<file path="src/rtl/tnn_pkg.sv">
// Shared constants and types for the TNN feature packer.
// Holds widths, default thresholds, the 2-bit code type and collect-state enum.
package tnn_pkg;

  localparam int NUM_FEATURES = 7;
  localparam int CODE_W = 2;
  localparam int VEC_W = 14;
  localparam int RAW_W = 8;

  localparam logic [RAW_W-1:0] T0_DEF = 8'd64;
  localparam logic [RAW_W-1:0] T1_DEF = 8'd128;
  localparam logic [RAW_W-1:0] T2_DEF = 8'd192;

  typedef logic [CODE_W-1:0] code_t;
  typedef logic [RAW_W-1:0] raw_t;

  typedef enum logic {
    COLLECT,
    LASTBEAT
  } cstate_t;

endpackage

</file>
<file path="src/rtl/tnn_quantizer2b.sv">
// Combinational 2-bit quantizer: x against thresholds t0/t1/t2.
// Ports: x, t0, t1, t2 (unsigned raw) in; code (code_t) out.
module tnn_quantizer2b
  import tnn_pkg::*;
(
  input  raw_t  x,
  input  raw_t  t0,
  input  raw_t  t1,
  input  raw_t  t2,
  output code_t code
);

  // Priority chain: thresholds are not required to be ordered.
  always_comb begin
    code = 2'd3;
    if (x < t0) code = 2'd0;
    else if (x < t1) code = 2'd1;
    else if (x < t2) code = 2'd2;
  end

endmodule

</file>
<file path="src/rtl/tnn_feature_packer.sv">
// Quantizes 8-bit features to 2-bit codes and packs 7 into a 14-bit vector.
// Ports: clk, rst_n, in_valid/in_ready/in_data/in_last, out_valid/out_ready/out_vec,
// err, err_cnt; cfg_we/cfg_sel/cfg_data only with TNN_PACKER_THRESH_CFG_EN.
module tnn_feature_packer
  import tnn_pkg::*;
#(
  parameter raw_t T0 = T0_DEF,
  parameter raw_t T1 = T1_DEF,
  parameter raw_t T2 = T2_DEF
) (
  input  logic             clk,
  input  logic             rst_n,
  input  logic             in_valid,
  output logic             in_ready,
  input  logic [RAW_W-1:0] in_data,
  input  logic             in_last,
  output logic             out_valid,
  input  logic             out_ready,
  output logic [VEC_W-1:0] out_vec,
  output logic             err,
  output logic [7:0]       err_cnt
`ifdef TNN_PACKER_THRESH_CFG_EN
  ,
  input  logic             cfg_we,
  input  logic [1:0]       cfg_sel,
  input  logic [RAW_W-1:0] cfg_data
`endif
);

  raw_t th0, th1, th2;

`ifdef TNN_PACKER_THRESH_CFG_EN
  always_ff @(posedge clk or negedge rst_n) begin
    if (!rst_n) begin
      th0 <= T0;
      th1 <= T1;
      th2 <= T2;
    end else if (cfg_we) begin
      unique case (cfg_sel)
        2'd0: th0 <= cfg_data;
        2'd1: th1 <= cfg_data;
        2'd2: th2 <= cfg_data;
        default: ;
      endcase
    end
  end
`else
  assign th0 = T0;
  assign th1 = T1;
  assign th2 = T2;
`endif

  code_t code;

  tnn_quantizer2b u_quant (
    .x    (in_data),
    .t0   (th0),
    .t1   (th1),
    .t2   (th2),
    .code (code)
  );

  logic [2:0] cnt, cnt_nx;
  code_t [NUM_FEATURES-2:0] slots;
  cstate_t st;
  logic acc, load, bad, store;

  assign acc = in_valid & in_ready;

  always_comb begin
    st = (cnt == 3'd6) ? LASTBEAT : COLLECT;
    in_ready = 1'b1;
    cnt_nx = cnt;
    load = 1'b0;
    bad = 1'b0;
    store = 1'b0;
    unique case (st)
      COLLECT: begin
        if (acc) begin
          if (in_last) begin
            bad = 1'b1;
            cnt_nx = 3'd0;
          end else begin
            store = 1'b1;
            cnt_nx = cnt + 3'd1;
          end
        end
      end
      LASTBEAT: begin
        // Last beat stalls only while a vector is waiting to drain.
        in_ready = !out_valid | out_ready;
        if (acc) begin
          cnt_nx = 3'd0;
          if (in_last) load = 1'b1;
          else bad = 1'b1;
        end
      end
      default: ;
    endcase
  end

  always_ff @(posedge clk or negedge rst_n) begin
    if (!rst_n) begin
      cnt <= 3'd0;
      slots <= '0;
    end else begin
      cnt <= cnt_nx;
      if (store) slots[cnt] <= code;
    end
  end

  // Slot 6 comes straight from the quantizer on the closing beat.
  always_ff @(posedge clk or negedge rst_n) begin
    if (!rst_n) begin
      out_valid <= 1'b0;
      out_vec <= '0;
    end else if (load) begin
      out_valid <= 1'b1;
      out_vec <= {code, slots};
    end else if (out_ready) begin
      out_valid <= 1'b0;
    end
  end

  always_ff @(posedge clk or negedge rst_n) begin
    if (!rst_n) begin
      err <= 1'b0;
      err_cnt <= 8'd0;
    end else begin
      err <= bad;
      if (bad && err_cnt != 8'hFF) err_cnt <= err_cnt + 8'd1;
    end
  end

endmodule

</file>
<file path="config.mk">
export PLATFORM = sky130hd
export DESIGN_NAME = tnn_feature_packer
export DESIGN_NICKNAME = d
export VERILOG_FILES = /design/src/rtl/tnn_pkg.sv /design/src/rtl/tnn_quantizer2b.sv /design/src/rtl/tnn_feature_packer.sv
export SDC_FILE = /design/constraint.sdc
export NUM_CORES = 1
export LEC_CHECK = 0
export ABC_AREA = 1
export BUFFER_PORTS_ARGS = -buffer_cell sky130_fd_sc_hd__buf_2
export CAP_MARGIN = 20
export CORE_MARGIN = 4
export CORE_UTILIZATION = 45
export CTS_CLUSTER_DIAMETER = 200
export CTS_CLUSTER_SIZE = 40
export DETAILED_ROUTE_END_ITERATION = 16
export PLACE_DENSITY_LB_ADDON = 0.25
export RECOVER_POWER = 100
export SLEW_MARGIN = 20
export SYNTH_ARGS = -nofsm -noshare
export SYNTH_HDL_FRONTEND = slang
export SYNTH_SLANG_ARGS = --single-unit
</file>
<file path="constraint.sdc">
create_clock -name clk -period 3.92 [get_ports clk]
set_input_delay 0 -clock clk [delete_from_list [all_inputs] [get_ports clk]]
set_output_delay 0 -clock clk [all_outputs]
set_load 0.03 [all_outputs]
</file>
==> impl.org, run 1 <==
** Finish
- The library cell used most frequently in the layout, excluding fill and tap cells, is sky130_fd_sc_hd__nand2_1.
- Synthesis-to-layout area growth :: 11.9%
- Net count of the finished layout :: 268
- Fraction of layout instances using a drive strength above 1 :: 0.0791
- The library cells used most frequently in the layout, excluding fill and tap cells, are sky130_fd_sc_hd__nand2_1 (70), sky130_fd_sc_hd__dfrtp_1 (39), sky130_fd_sc_hd__inv_1 (31).
- Number of standard cells in the layout, taps in and fillers out :: 303
- The repair_antennas step left the layout with diodes totalling 0.

** Pwr
- Static leakage :: 1.06 nW
- Power spread over the standard cell area amounts to 512 mW/mm².
- Peak ir drop on the vdd network :: 0.164 mV

** Clock tree
- Root Driver :: sky130_fd_sc_hd__clkbuf_8
- Post-CTS repair timing setup buffer count :: 0
- At the later pin of the worst-skew pair, clock insertion delay measures 290 ps.
- Count of clock tree sinks :: 39
- Buffers from clock root to sink, at most :: 2
- In this run, CTS created clock tree buffers numbering 5.
- Register clock-pin slew on the reported worst setup and hold paths :: 70 ps
- Maximum level of the CTS H-tree :: 2
- Clock tree from TritonCTS :: yes

** Run status
- The final reports fail on capacitance limit, slew limit.
- Status :: finished with violations

** Detailed routing
- Detailed routing inserted a total of 1,440 vias.
- For this run, design rule violations remaining after detail routing come to 0.
- Routed wire length :: 3.44 mm
- Number of detailed-routing iterations run before antenna repair :: 5
- Routed via count divided by cell count :: 4.75
- Initial detailed-routing violation count :: 53
- The count of nets left with antenna violations once routing finished came out at 0.
- Final routed wire length divided by cell count :: 11.3 µm

** Global route
- GR Util All Layers :: 0.146
- Global routing finished with a remaining overflow of 0.
- The via count of the first global-routing pass was 1,300.
- The first global-routing pass estimated 5.93 mm of wire.
- The initial antenna violation count was 0.
- Largest net degree at the start of global routing :: 40

** Synthesis
- Unique cell type count in the Yosys netlist :: 23
- Synth warn :: 0
- Post-Synthesis Net Count :: 234
- Counting every instance in the synthesized netlist gives 218.
- Number of flip-flops and latches in the synthesized netlist :: 39
- Dividing the synthesized area by the synthesized cell count gives 8.61 µm².
- Sequential fraction of the synthesis area :: 0.520
- Cell area after synthesis :: 0.00188 mm²

** Die
- The floorplan has 23 rows.
- Initial core utilization :: 0.466
- Horiz. Die Dim :: 72.6 µm
- The die covers 0.00527 mm².
- In this run the count of I/O pins placed on the die edge is 38.
- The floorplan step set the die height to 72.6 µm.
- After floorplanning, the core was sized to cover 0.00403 mm².

** STA
- Count of endpoints failing hold in the final timing report :: 0
- Upper clock frequency limit :: 363 MHz
- Minimum period implied by the final worst setup slack :: 2760 ps
- Max transition margin :: -0.383
- Pins over their slew limit :: 40
- Setup skew after layout :: 4.86 ps
- Setup repair after global routing missed its margin :: no
- Hold is met by 27.6 ps.
- Part of the cycle the worst path needs :: 0.703
- Slew @ Worst Pin :: 2070 ps
- Finish-stage setup viols :: 0
- Setup slack after layout :: 1160 ps
- For the final routed database, the setup TNS stands at 0 ps.

** Critical path
- Worst R2R Setup Slack :: 1160 ps
- The startpoint identified for the worst register-to-register timing path is cnt[0].
- Depth of the worst register-to-register path :: 7
- Arrival time at the worst endpoint :: 2940 ps
- Data required time at the worst endpoint :: 4100 ps
- Type of the worst setup path :: reg2reg
- CP Max Fanout :: 29
- Worst setup EP type :: flop
- CP Launch Type :: flop
- The endpoint identified for the worst register-to-register timing path is out_vec[7].

** Worst hold path
- Start point of the worst min-delay path :: in_data[6]
- For hold timing, the worst endpoint is out_vec[12].
- Worst Hold Depth :: 3
- Min-delay worst type :: in2reg

** Place
- Placer's final routability congestion estimate :: 0.819
- Minimum setup slack after placement :: 1480 ps
- After legalization and detailed placement, the total HPWL measured 2.29 mm.
- Dpl cells :: 292
- Input/output buffers :: 31

** Job
- Max Cap Violations :: 1
## report_power, final
group,internal (mW),leakage [nW],switching (mW)
logic,0.0698,0.490,0.167
clock network,0.161,0.0515,0.137
registers,0.481,0.523,0.0601
total,0.712,1.06,0.364
## stage by stage
| step | util | total power [mW] | area [µm²] |
|---|---|---|---|
| 6_report | 0.521 | 1.08 | 2100 |
| 5_1_grt | 0.521 | 1.15 | 2100 |
| 4_1_cts | 0.538 | 1.11 | 2170 |
| 3_5_place_dp | 0.505 | 0.803 | 2040 |
| 3_3_place_gp | 0.505 | 0.796 | 2040 |
| 2_1_floorplan | - | 0.728 | 1880 |
## sequential cells by signal (all words and copies together), names as in the netlist
register	flops
err	1
out_valid	1
slots	12
err_cnt	8
out_vec	14
cnt	3
## cell usage after synthesis
| master | number | area, µm² |
|---|---|---|
| sky130_fd_sc_hd__nand2_2 | 4 | 25.0 |
| sky130_fd_sc_hd__inv_2 | 1 | 3.75 |
| sky130_fd_sc_hd__inv_1 | 30 | 113 |
| sky130_fd_sc_hd__nor3_4 | 1 | 16.3 |
| sky130_fd_sc_hd__dfrtp_1 | 39 | 976 |
| sky130_fd_sc_hd__xor2_1 | 2 | 17.5 |
| sky130_fd_sc_hd__o21ai_2 | 6 | 52.6 |
| sky130_fd_sc_hd__clkbuf_2 | 1 | 5.00 |
| sky130_fd_sc_hd__nand3_1 | 16 | 80.1 |
| sky130_fd_sc_hd__a21oi_4 | 1 | 16.3 |
| sky130_fd_sc_hd__buf_12 | 1 | 20.0 |
| sky130_fd_sc_hd__o211ai_2 | 1 | 12.5 |
| sky130_fd_sc_hd__a211oi_2 | 1 | 12.5 |
| sky130_fd_sc_hd__nand3_2 | 1 | 10.0 |
| sky130_fd_sc_hd__buf_6 | 2 | 22.5 |
| sky130_fd_sc_hd__ha_1 | 3 | 37.5 |
| sky130_fd_sc_hd__o21ai_1 | 8 | 40.0 |
| sky130_fd_sc_hd__buf_2 | 3 | 15.0 |
| sky130_fd_sc_hd__nor2_1 | 10 | 37.5 |
| sky130_fd_sc_hd__nand4_1 | 13 | 81.3 |
| sky130_fd_sc_hd__clkbuf_1 | 1 | 3.75 |
| sky130_fd_sc_hd__nand2_1 | 69 | 259 |
| sky130_fd_sc_hd__o21ai_0 | 4 | 20.0 |
## worst max-delay path, cell delays in order, from the launching register on
cell and delay (ps):
sky130_fd_sc_hd__dfrtp_1 540, sky130_fd_sc_hd__inv_1 260, sky130_fd_sc_hd__ha_1 310, sky130_fd_sc_hd__nand2_2 70, sky130_fd_sc_hd__inv_1 90, sky130_fd_sc_hd__a21oi_4 190
sky130_fd_sc_hd__nand3_1 710, sky130_fd_sc_hd__o21ai_0 470
## metal layers
metal  share of wire  global-route usage  routed length, µm
met4           0.022              0.0738                 74
met2            0.41               0.212               1400
met3           0.047              0.0482                163
met5               0                   0                  0
met1            0.52               0.196               1800
## what timing repair did
action                                 CTS  global route
endpoints found under the hold margin   41             0
hold buffers                             3             0
resized for setup                        0             0
## layout make-up
class                      instances  area [µm²]
clock buffer                       8         100
fill                             432        1930
inverter                          31         116
multi-input combinational        140         687
sequential                        39         976
tap                               50        62.6
timing repair buffer              35         158
## worst max path at each step
stage	slack (ps)	endpoint	startpoint
2_1_floorplan	2030	out_vec[7]	cnt[0]
5_1_grt	780	out_vec[7]	cnt[0]
3_3_place_gp	1550	out_vec[0]	cnt[0]
3_5_place_dp	1480	out_vec[10]	cnt[0]
6_report	1160	out_vec[7]	cnt[0]
4_1_cts	1450	out_vec[10]	cnt[0]
## cell families after synthesis
family                   synth area share
adder cells (fa/ha/maj)            0.0200
flip-flops                          0.520
XOR/XNOR                          0.00934
buffers and inverters              0.0973
AO/OA/AOI/OAI                      0.0820
AND/OR/NAND/NOR                     0.271
No activity file was read; power rests on OpenSTA's default activity.
==> run 2: changes to the inputs <==
==> constraint.sdc (replaced) <==
create_clock -name clk -period 2.83 [get_ports clk]
set_input_delay 0 -clock clk [delete_from_list [all_inputs] [get_ports clk]]
set_output_delay 0 -clock clk [all_outputs]
set_load 0.03 [all_outputs]
==> impl.org, run 2 (synthesis gave the netlist of run 1 again) <==
** Finish
- Leaving out fill and tap cells, the most frequent cell in the layout is sky130_fd_sc_hd__nand2_1.
- The final non-filler cell area came to 0.00210 mm² (about the same).
- The top cell types in the final layout, fill and taps aside, are sky130_fd_sc_hd__nand2_1 (70), sky130_fd_sc_hd__dfrtp_1 (39), sky130_fd_sc_hd__inv_1 (31).
- Max FFs per register :: 14 (unchanged)
- Antenna diode count :: 0 (unchanged)
- Net count of the finished layout :: 269 (+0.37%)
- The area growth from synthesis to layout is 11.9% (about the same).
- out_vec holds more flip-flops than any other register.
- The post-route core utilization was 0.521 (about the same).
- Fraction of layout instances using a drive strength above 1 :: 0.0945 (+0.0154)
- In the final layout, the registers with the most flip-flops are out_vec: 14 flops, slots: 12 flops, err_cnt: 8 flops.

** Pwr
- Power density relative to cell area :: 706 mW/mm² (+38%)
- Overall power consumption :: 1.48 mW (+38%)
- Static leakage :: 1.07 nW (+0.78%)
- The maximum vdd drop was 0.222 mV (+35%).

** Critical path
- The worst register-to-register path ends at out_vec[12].
- The critical path is of the reg2reg type.
- Depth of the worst register-to-register path :: 9 (+2)
- Kind of cell with the highest combined delay on the critical path :: buffers and inverters
- Buffers plus inverters on the worst setup path :: 3 (+1)
- Among all stages on the critical path, the largest delay is contributed by sky130_fd_sc_hd__dfrtp_1.
- The worst register-to-register path begins at cnt[0].
- Most numerous cell on the critical path :: sky130_fd_sc_hd__inv_1
- Data required time at the worst endpoint :: 2990 ps (-1110 ps)
- CP Max Fanout :: 18 (-38%)
- CP Depth :: 9 (+2)
- The worst setup path is captured at a flop.
- Worst Setup SP :: cnt[0]
- The critical path goes through inv_1 -> ha_1 -> nand2_2 -> inv_1 -> a21oi_1 -> nand3_2 -> clkbuf_2 -> nand2_1 -> o21ai_0.
- Delay of the slowest critical-path stage :: 530 ps (-180 ps)
- The internal reg-to-reg setup slack is 570 ps (-590 ps).
- The worst setup path is launched from a flop.
- The critical path data arrival time came to 2420 ps (-520 ps).
- The most critical setup path has its endpoint at out_vec[12].

** STA
- Upper clock frequency limit :: 443 MHz (+22%)
- Minimum period implied by the final worst setup slack :: 2260 ps (-501 ps)
- The final setup TNS came to 0 ps (unchanged).
- The worst-case setup margin in the final layout is 574 ps (-589 ps).
- Finish-stage setup viols :: 0 (unchanged)
- Setup repair after global routing missed its margin :: no
- The final count of hold timing violations was 0 (unchanged).
- The final clock skew is 5.60 ps (+0.742 ps).
- The share of the clock period used by the worst path after layout came to 0.797 (+0.0938).
- Max transition margin :: 0.428 (+0.811)
- The total count of max-transition violations in the final report came to 0 (-100%).
- Slew @ Worst Pin :: 858 ps (-1220 ps)

** Detailed routing
- The total via count after detailed routing was 1,434 (-0.42%).
- Number of detailed-routing iterations run before antenna repair :: 4 (-1)
- Antenna viol nets, final :: 0 (unchanged)
- The DRC marker count from the first detailed-route iteration was 62 (+17%).
- Routed wire length :: 3.37 mm (-2.0%)
- The per-cell via count in the routed design is 4.72 (-0.74%).
- The remaining routing DRC violations was 0 (unchanged).
- Final routed wire length divided by cell count :: 11.1 µm (-2.4%)

** Place
- Post-DP HPWL :: 2.36 mm (+2.9%)
- Placer's final routability congestion estimate :: 0.817 (-0.23%)
- The pre-CTS worst setup slack is 832 ps (-650 ps).
- The standard cell area after detailed placement was 0.00205 mm² (+0.74%).
- Input/output buffers :: 31 (unchanged)

** Die
- Total Die Area :: 0.00527 mm² (unchanged)
- The area of the core is 0.00403 mm² (unchanged).
- Horiz. Die Dim :: 72.6 µm (unchanged)
- The height of the die came to 72.6 µm (unchanged).
- Number of core rows :: 23 (unchanged)
- Initial core utilization :: 0.466 (unchanged)
- I/O pin total :: 38 (unchanged)

** Global route
- The global-route wire length before repair is 5.79 mm (-2.3%).
- Remaining Overflow, GRT :: 0 (unchanged)
- Via count of the first global-routing pass :: 1,272 (-2.2%)
- The largest net degree at the start of global routing came to 40 (unchanged).
- Initial antenna violation count :: 0 (unchanged)
- GR Util All Layers :: 0.142 (-0.00470)

** Clock tree
- The TritonCTS buffer count was 5 (unchanged).
- Maximum level of the CTS H-tree :: 2 (unchanged)
- Register clock-pin slew on the reported worst setup and hold paths :: 70 ps (about the same)
- The post-CTS setup buffer count was 0 (unchanged).
- CTS placed an instance of sky130_fd_sc_hd__clkbuf_8 at the clock tree root.
- The worst-case clock buffer depth came to 2 (unchanged).
- The source-to-sink clock delay at the later pin of the worst-skew pair came to 290 ps (about the same).
- TritonCTS built the clock tree.
- Count of clock tree sinks :: 39 (unchanged)

** Job
- Max Cap Violations :: 0 (-1)

** Run status
- Status :: complete, no violations

** Worst hold path
- In this run the worst hold path is classified as in2reg.
- The worst hold path begins at in_data[7].
==> run 2: worst reg2reg max path: cells and delay by family, from the launching register on <==
kind	cells	cell delay, ps
compound gates	2	400
fa+ha+maj	1	310
buf+inv	3	590
simple gates	3	290
flops	1	530
==> run 2: power breakdown <==
group / internal, mW / switching, mW
Clock: 0.222 / 0.181
Sequential: 0.667 / 0.0845
Combinational: 0.0969 / 0.231
Total: 0.986 / 0.497
==> run 2: layout make-up <==
| class | count | area (µm²) |
|---|---|---|
| multi-input combinational | 140 | 681 |
| sequential | 39 | 976 |
| inverter | 31 | 116 |
| clock buffer | 8 | 100 |
| timing repair buffer | 36 | 165 |
| fill | 426 | 1930 |
| tap | 50 | 62.6 |
==> run 2: metal layers <==
metal  global-route usage  part of all wire  up-vias
li1                     -                 -      762
met1                0.196              0.52      633
met2                0.205              0.41       34
met3               0.0344             0.054        5
met4               0.0738             0.018        0
met5                    0                 0        -
==> run 2: worst min-delay path by stage <==
stage,endpoint,slack [ps],cells after the start
final,out_vec[13],30,3
after global routing,slots[3],50,3
after CTS,out_vec[13],10,3
after detailed placement,out_vec[0],170,1
after global placement,out_vec[0],170,1
after floorplan,cnt[0],-300,0
==> run 2: through the flow <==
step	hold WS (ps)	instances
2_1_floorplan	-296	218
3_3_place_gp	166	294
3_5_place_dp	167	294
4_1_cts	12.5	304
5_1_grt	51.9	304
6_report	34.5	304
==> run 2: timing repair <==
| action | 4_1_cts | 5_1_grt |
|---|---|---|
| hold buffers | 2 | 0 |
| gates resized for setup | 0 | 0 |
| hold endpoints to repair | 40 | 0 |
